## src/rtl/pwm_ramp_ctrl.sv

```systemverilog
// PWM generator with debounced up/down buttons and a host target-load handshake.
// Ramp mode is enabled by defining PWM_RAMP_SOFTSTART_EN (default: direct load).
// Ports: clk, rst (async, active-high); increase_duty/decrease_duty raw buttons;
//   load_valid/load_duty/load_ready host handshake; duty_cycle, target_duty,
//   busy, PWM_OUT (registered).
module pwm_ramp_ctrl #(
   parameter int DEBOUNCE_DIV = 25000000,
   parameter int RAMP_PERIODS = 100,
   parameter int PERIOD       = 10,
   parameter int DUTY_MIN     = 1,
   parameter int DUTY_MAX     = 9
) (
   input  logic       clk,
   input  logic       rst,
   input  logic       increase_duty,
   input  logic       decrease_duty,
   input  logic       load_valid,
   input  logic [3:0] load_duty,
   output logic       load_ready,
   output logic [3:0] duty_cycle,
   output logic [3:0] target_duty,
   output logic       busy,
   output logic       PWM_OUT
);

   localparam int DW = (DEBOUNCE_DIV > 1) ? $clog2(DEBOUNCE_DIV) : 1;
   localparam int PW = $clog2(PERIOD);
   localparam logic [3:0] DMIN = 4'(DUTY_MIN);
   localparam logic [3:0] DMAX = 4'(DUTY_MAX);

   if (RAMP_PERIODS < 1 || PERIOD < 2 || DEBOUNCE_DIV < 1 ||
       DUTY_MIN < 0 || DUTY_MAX > 15 || DUTY_MIN > DUTY_MAX) begin : g_bad_cfg
      $error("pwm_ramp_ctrl: bad parameters");
   end

   typedef enum logic [1:0] {IDLE, RAMP_UP, RAMP_DOWN} state_t;

   state_t          state, state_nxt;
   logic [1:0]      inc_sync, dec_sync;
   logic            inc_smp, dec_smp;
   logic            inc_ev, dec_ev;
   logic [DW-1:0]   div_cnt;
   logic            tick;
   logic [PW-1:0]   pwm_cnt;
   logic            bnd;
   logic            rst_done;
   logic            accept;

   assign tick   = (div_cnt == DW'(DEBOUNCE_DIV - 1));
   assign bnd    = (pwm_cnt == PW'(PERIOD - 1));
   assign accept = load_valid & load_ready;

   assign busy       = (state != IDLE);
   assign load_ready = rst_done & (state == IDLE);

   function automatic logic [3:0] clamp(input logic [3:0] v);
      if (v < DMIN)      return DMIN;
      else if (v > DMAX) return DMAX;
      else               return v;
   endfunction

   // Button path: 2-flop sync, slow sample, rising-edge event on sampled value
   always_ff @(posedge clk or posedge rst) begin
      if (rst) begin
         inc_sync <= '0;
         dec_sync <= '0;
         inc_smp  <= 1'b0;
         dec_smp  <= 1'b0;
         inc_ev   <= 1'b0;
         dec_ev   <= 1'b0;
         div_cnt  <= '0;
      end else begin
         inc_sync <= {inc_sync[0], increase_duty};
         dec_sync <= {dec_sync[0], decrease_duty};
         div_cnt  <= tick ? '0 : div_cnt + DW'(1);
         inc_ev   <= tick & inc_sync[1] & ~inc_smp;
         dec_ev   <= tick & dec_sync[1] & ~dec_smp;
         if (tick) begin
            inc_smp <= inc_sync[1];
            dec_smp <= dec_sync[1];
         end
      end
   end

   // Target: a load wins over buttons; simultaneous up+down cancels
   always_ff @(posedge clk or posedge rst) begin
      if (rst) begin
         target_duty <= 4'd5;
      end else if (accept) begin
         target_duty <= clamp(load_duty);
      end else if (inc_ev & ~dec_ev) begin
         target_duty <= (target_duty >= DMAX) ? DMAX : target_duty + 4'd1;
      end else if (dec_ev & ~inc_ev) begin
         target_duty <= (target_duty <= DMIN) ? DMIN : target_duty - 4'd1;
      end
   end

   always_ff @(posedge clk or posedge rst) begin
      if (rst) begin
         pwm_cnt  <= '0;
         PWM_OUT  <= 1'b0;
         rst_done <= 1'b0;
         state    <= IDLE;
      end else begin
         pwm_cnt  <= bnd ? '0 : pwm_cnt + PW'(1);
         PWM_OUT  <= (32'(pwm_cnt) < 32'(duty_cycle));
         rst_done <= 1'b1;
         state    <= state_nxt;
      end
   end

`ifdef PWM_RAMP_SOFTSTART_EN
   localparam int RW = (RAMP_PERIODS > 1) ? $clog2(RAMP_PERIODS) : 1;

   logic [RW-1:0] ramp_cnt;
   logic          step;

   assign step = (state != IDLE) && (duty_cycle != target_duty) && bnd &&
                 (ramp_cnt == RW'(RAMP_PERIODS - 1));

   // Boundary counter survives direction changes; cleared once settled
   always_ff @(posedge clk or posedge rst) begin
      if (rst) begin
         ramp_cnt <= '0;
      end else if (state == IDLE || duty_cycle == target_duty) begin
         ramp_cnt <= '0;
      end else if (bnd) begin
         ramp_cnt <= step ? '0 : ramp_cnt + RW'(1);
      end
   end

   always_ff @(posedge clk or posedge rst) begin
      if (rst) begin
         duty_cycle <= 4'd5;
      end else if (step) begin
         duty_cycle <= (target_duty > duty_cycle) ? duty_cycle + 4'd1
                                                  : duty_cycle - 4'd1;
      end
   end

   always_comb begin
      state_nxt = state;
      unique case (state)
         IDLE: begin
            if (target_duty > duty_cycle)      state_nxt = RAMP_UP;
            else if (target_duty < duty_cycle) state_nxt = RAMP_DOWN;
         end
         RAMP_UP, RAMP_DOWN: begin
            if (target_duty == duty_cycle)     state_nxt = IDLE;
            else if (target_duty > duty_cycle) state_nxt = RAMP_UP;
            else                               state_nxt = RAMP_DOWN;
         end
         default: state_nxt = IDLE;
      endcase
   end
`else
   // Direct mode: duty snaps to target on each period boundary
   always_ff @(posedge clk or posedge rst) begin
      if (rst) begin
         duty_cycle <= 4'd5;
      end else if (bnd) begin
         duty_cycle <= target_duty;
      end
   end

   always_comb begin
      state_nxt = IDLE;
      if (bnd)                           state_nxt = IDLE;
      else if (target_duty > duty_cycle) state_nxt = RAMP_UP;
      else if (target_duty < duty_cycle) state_nxt = RAMP_DOWN;
   end
`endif

endmodule

```

## config.mk

```make
export PLATFORM = sky130hd
export DESIGN_NAME = pwm_ramp_ctrl
export DESIGN_NICKNAME = d
export VERILOG_FILES = /design/src/rtl/pwm_ramp_ctrl.sv
export SDC_FILE = /design/constraint.sdc
export NUM_CORES = 1
export LEC_CHECK = 0
export BUFFER_PORTS_ARGS = -buffer_cell sky130_fd_sc_hd__buf_2
export CORE_UTILIZATION = 30
export CTS_BUF_LIST = sky130_fd_sc_hd__clkbuf_8
export DETAILED_ROUTE_END_ITERATION = 6
export GPL_TIMING_DRIVEN = 0
export SLEW_MARGIN = 10
export SYNTH_ARGS = -nofsm -noshare
export SYNTH_HDL_FRONTEND = slang
export SYNTH_SLANG_ARGS = --single-unit
```

## constraint.sdc

```tcl
create_clock -name clk -period 1.6 [get_ports clk]
set_clock_uncertainty 0.05 [all_clocks]
set_input_delay 0.16 -clock clk [delete_from_list [all_inputs] [get_ports clk]]
set_output_delay 0.16 -clock clk [all_outputs]
set_load 0.02 [all_outputs]
```

Word-level counts from Yosys, hierarchy flattened. Index checks and enable logic that the tools add are counted. W data, S select, Z words.

Input port bits: 9. Output and inout port bits: 11. Register bits: 49. Word-level logic and storage cells: 53.

Bitwise logic cells: 12. Add/sub/neg operators: 4. Reduce and logical (&&, ||, !) cells: 3. Muxes and demuxes: 12. Equality and inequality tests: 2. Magnitude comparators: 7.

Operator list (count): $mux W4 (8); $add A25 B1 Y25 const B (1); $eq A25 B25 Y1 const B (1); $mux W25 (1); $add A4 B1 Y4 const B (2); $and A1 B1 Y1 (8); $lt A4 B4 Y1 (2); $mux W2 (3); $eq A4 B4 Y1 const B (1); $ge A4 B4 Y1 const B (1); $gt A4 B4 Y1 (1); $gt A4 B4 Y1 const B (1); $le A4 B1 Y1 const B (1); $lt A4 B1 Y1 const B (1); $not A1 Y1 (4); $sub A4 B1 Y4 const B (1); $reduce_bool A3 Y1 (1); $logic_not A2 Y1 (1); $reduce_bool A2 Y1 (1).

Longest topological paths before layout.
Word-level depth: 5. Depth in mapped cells: 7. Gate-level depth less buffers: 7.

Worst setup path before layout. Ideal clock, no wire load.

Path type: register to register. Start point: reg state[1]. End point: reg target_duty[1]. Library setup time: 126 ps. Path slack: -362 ps. Period minus slack after synthesis: 1962 ps. Required time: 1424 ps. Path buffers: 0. Arrival: 1786 ps. Stages on the path, launching flop included: 5. Cells stage by stage: dfrtp_1 > nor3b_1 > and2_0 > nor3_2 > a221o_1.

Cells in the longest elaborated chain, start to end: 4. Elaborated cells on any way between the ends: 5. Classes of those cells: mux (1); bitwise (2); reduce/logical (2).

Ends and longest elaborated chain: start, declared (RTL line 38) `state_t state, state_nxt;`; start signal, assigned (RTL line 108) `state <= state_nxt;`; $logic_not A2 Y1 * (RTL line 54) `assign load_ready = rst_done & (state == IDLE);`; $and A1 B1 Y1 * (RTL line 54); via load_ready (RTL line 19) `output logic load_ready,`; $and A1 B1 Y1 * (RTL line 51) `assign accept = load_valid & load_ready;`; $reduce_bool A3 Y1 (no line) or $mux W4 (tied branches); end signal, assigned (RTL line 90) `target_duty <= clamp(load_duty);`; end signal, assigned (RTL line 92) `target_duty <= (target_duty >= DMAX) ? DMAX : target_duty + 4'd1;`; end signal, assigned (RTL line 94) `target_duty <= (target_duty <= DMIN) ? DMIN : target_duty - 4'd1;`; end, declared (RTL line 21) `output logic [3:0] target_duty,`.

The timed path passes the listed nets; every way through them passes the cells marked *. A chain may end at the register's enable or synchronous reset.

Worst setup path in the final report.
Start point: reg div_cnt[17]. End point: reg dec_smp.

Cells in the longest elaborated chain, start to end: 1.

Ends and longest elaborated chain: start, declared (RTL line 42) `logic [DW-1:0] div_cnt;`; start signal, assigned (RTL line 75) `div_cnt <= tick ? '0 : div_cnt + DW'(1);`; $eq A25 B25 Y1 (RTL line 49) `assign tick = (div_cnt == DW'(DEBOUNCE_DIV - 1));`; end signal, assigned (RTL line 80) `dec_smp <= dec_sync[1];`; end, declared (RTL line 40) `logic inc_smp, dec_smp;`.

No other way between the ends.

==> results.yml <==
setup_path:
  worstSetupStartpointType: "register"
  crit_type: "register to register"
  worst_ep_required_time_ns: 1.74
  critical_path_cell_sequence: "or4_1 -> nor2_1 -> and4_4 -> buf_8 -> mux2_4"
  critical_path.max_stage_delay_ns: 0.52
  endpoint_kind: "register"
  worst-r2r-setup-slack_ns: -0.20
  worstPathArrival_ns: 1.94
  cpMaxStageDelayCell: "sky130_fd_sc_hd__or4_1"
  critical_path_peak_fanout: 5
sta:
  period_minus_slack_ns: 1.80
  final_critical_path_setup_slack_ns: -0.201
  layout_worst_path_cycle_share_pct: 113
  grt_setup_unrepaired: "yes"
  final-max-slew-violation-count: 0
  setup_violations: 24
  final.hold.worst_slack_ns: 0.155
  clock.fmax_mhz: 555
  timing.final.hold_violations: 0
synthesis:
  combined_area_of_all_synthesized_cells_mm2: 0.00247
  synth.net_count: 258
  synthArstFlopShare_pct: 100
  fraction_of_the_yosys_area_taken_by_sequential_cells_pct: 49.7
  synth_edf_count: 0
  postSynthCellCount: 238
  synth_warnings: 0
  postSynthAreaPerCell_um2: 10.4
  synth_cell_types: 45
  synth_top_flop_cell: "sky130_fd_sc_hd__dfrtp_1"
  yosys_register_bits: 49
cells_and_area:
  fillers: 780
  most_used_cells_in_the_layout_excluding_fill_and_tap_cells: "sky130_fd_sc_hd__dfrtp_1 (42), sky130_fd_sc_hd__buf_4 (21), sky130_fd_sc_hd__nor2_1 (20), sky130_fd_sc_hd__buf_2 (19), sky130_fd_sc_hd__xnor2_1 (18)"
  syn2layout_area_growth_pct: 29.8
  drive_gt1_share_pct: 33.0
  num_antenna_cells: 0
  layout_commonest_cell: "sky130_fd_sc_hd__dfrtp_1"
  nets: 310
floorplan:
  die_w_um: 92.8
  initial_utilization_pct: 31.5
  rows: 32
  floorplan.core_area_mm2: 0.00785
  floorplan.io_pins: 20
  die_y_um: 92.8
  dieArea_mm2: 0.00862
power:
  tot_pwr_mw: 4.21
  powerDensity_mw_per_mm2: 1310
  peakVddDrop_mv: 0.493
  total_leakage_power_nw: 1.44
detailed_routing:
  dr_total_vias: 1887
  detailedRoute.firstIterationViolations: 69
  wl_mm: 4.96
  remaining_drc_errors: 0
  drt_pass1_iterations: 4
  detail-route-antenna-nets: 0
  route.detailed.vias_per_inst: 4.80
  routedWlPerCell_um: 12.6
grt:
  number_of_global_route_vias_before_repair: 1767
  global_route.overflow_total: 0
  grt_pass1_wl_mm: 8.02
  grt_antenna_before_repair: 0
  grt_start_max_net_pins: 31
  grtUsageTotal_pct: 11.7
clock_network:
  htreeDepth: 2
  cts_tree: "yes"
  cts.path.max_buffers: 2
  worst_skew_pair.late_latency_ns: 0.30
  cts_num_sinks: 49
  worst_path_clk_slew_ns: 0.09
  clockRootBuffer: "sky130_fd_sc_hd__clkbuf_8"
  cts_buffers: 5
outcome:
  violations: "setup timing"
  status: "finished, violations left"
placed_design:
  place_congestion: 0.753
  place.port_buffers: 19
  hpwl_mm: 3.28
hold_path:
  path_class_of_the_lowest_slack_min_delay_path: "input pin to register"
run:
  maxCapViolCount: 0
==> path summary, 6_finish.rpt <==
kind | from | to | cells past startpoint
max reg2reg | div_cnt[17] | dec_smp | 5
max in group asynchronous | rst | target_duty[2] | 4
min | load_duty[1] | target_duty[1] | 3
min in group asynchronous | rst | target_duty[3] | 3
min reg2reg | dec_sync[0] | dec_sync[1] | 0
max | div_cnt[17] | dec_smp | 5
==> routing by layer <==
| metal | global-route usage [%] | share of wire, % |
|---|---|---|
| met1 | 15.4 | 46 |
| met2 | 18.8 | 49 |
| met3 | 2.96 | 3.3 |
| met4 | 3.85 | 0.93 |
| met5 | 0 | 0 |
==> registers in the layout, indices dropped and copies added, names as in the netlist, 2 cells and up <==
register and cells:
state 2, target_duty 4, pwm_cnt 4, inc_sync 2, duty_cycle 4, dec_sync 2, div_cnt 25
==> where the power goes <==
part,leakage (nW),internal (mW),switching [mW],total [mW]
registers,0.619,1.41,0.135,1.55
clock network,0.0574,0.509,0.421,0.930
logic,0.762,0.822,0.913,1.73
total,1.44,2.74,1.47,4.21
==> worst max-delay path, delay by kind of cell, from the launching register on <==
kind / cells / cell delay (ns)
buf+inv: 1 / 0.12
flops: 1 / 0.38
simple gates: 3 / 0.85
mux: 1 / 0.29
==> cell usage after synthesis (3+ instances only) <==
library cell | number | share of area (%)
sky130_fd_sc_hd__o21ai_0 | 8 | 1.6
sky130_fd_sc_hd__o211ai_1 | 3 | 0.91
sky130_fd_sc_hd__nand2_1 | 16 | 2.4
sky130_fd_sc_hd__a21oi_1 | 6 | 1.2
sky130_fd_sc_hd__nand2b_1 | 6 | 1.5
sky130_fd_sc_hd__nor2b_1 | 6 | 1.5
sky130_fd_sc_hd__xnor2_1 | 18 | 6.4
sky130_fd_sc_hd__and4_1 | 4 | 1.4
sky130_fd_sc_hd__a31oi_1 | 3 | 0.76
sky130_fd_sc_hd__dfstp_2 | 4 | 4.2
sky130_fd_sc_hd__xor2_1 | 6 | 2.1
sky130_fd_sc_hd__nor3_1 | 7 | 1.4
sky130_fd_sc_hd__nand3_1 | 8 | 1.6
sky130_fd_sc_hd__nor4_1 | 4 | 1.0
sky130_fd_sc_hd__dfrtp_1 | 45 | 46
sky130_fd_sc_hd__and3_1 | 6 | 1.5
sky130_fd_sc_hd__ha_1 | 11 | 5.6
sky130_fd_sc_hd__nor2_1 | 24 | 3.6
sky130_fd_sc_hd__nand4_1 | 7 | 1.8
sky130_fd_sc_hd__inv_1 | 11 | 1.7
==> cell type report <==
cell class | count | area [um2] | share of cell area [%]
inverters | 11 | 41.3 | 1.29
well taps | 102 | 128 | 3.97
multi-input cells | 172 | 1300 | 40.5
flip-flops and latches | 49 | 1230 | 38.4
plain buffers | 6 | 53.8 | 1.67
repair buffers | 45 | 334 | 10.4
clock buffers | 6 | 82.6 | 2.57
clock inverters | 2 | 37.5 | 1.17
==> per-stage QoR <==
step / setup TNS [ns] / utilization, % / cells / instance area (um2) / worst slack, ns
global placement: -22.92 / 34.7 / 359 / 2720 / -0.450
floorplan: -0.865 / - / 238 / 2500 / -0.166
finish: -3.05 / 40.9 / 393 / 3210 / -0.201
global route: -4.86 / 40.9 / 393 / 3210 / -0.256
CTS: -3.04 / 38.7 / 382 / 3030 / -0.211
detailed placement: -2.69 / 35.0 / 360 / 2740 / -0.259
==> logic make-up (layout without fill, tap and decap cells) <==
family	Yosys count	count (layout)	share of synthesized area [%]
adders and majority gates	11	11	5.56
other	1	1	0.152
DFF	49	49	49.7
buffers and inverters	17	70	3.44
and+or+nand+nor	100	100	21.8
muxes	5	5	2.48
xor gates and xnor gates	24	24	8.49
AOI/OAI and AO/OA	31	31	8.34
==> what timing repair did <==
action,in CTS,in global routing
setup buffers,11,11
endpoints found under the setup margin,23,28
endpoints found under the hold margin,20,0
hold buffers,3,0
pin swaps,11,11
gates resized for setup,12,27
Power figures use the tool's default switching activity.
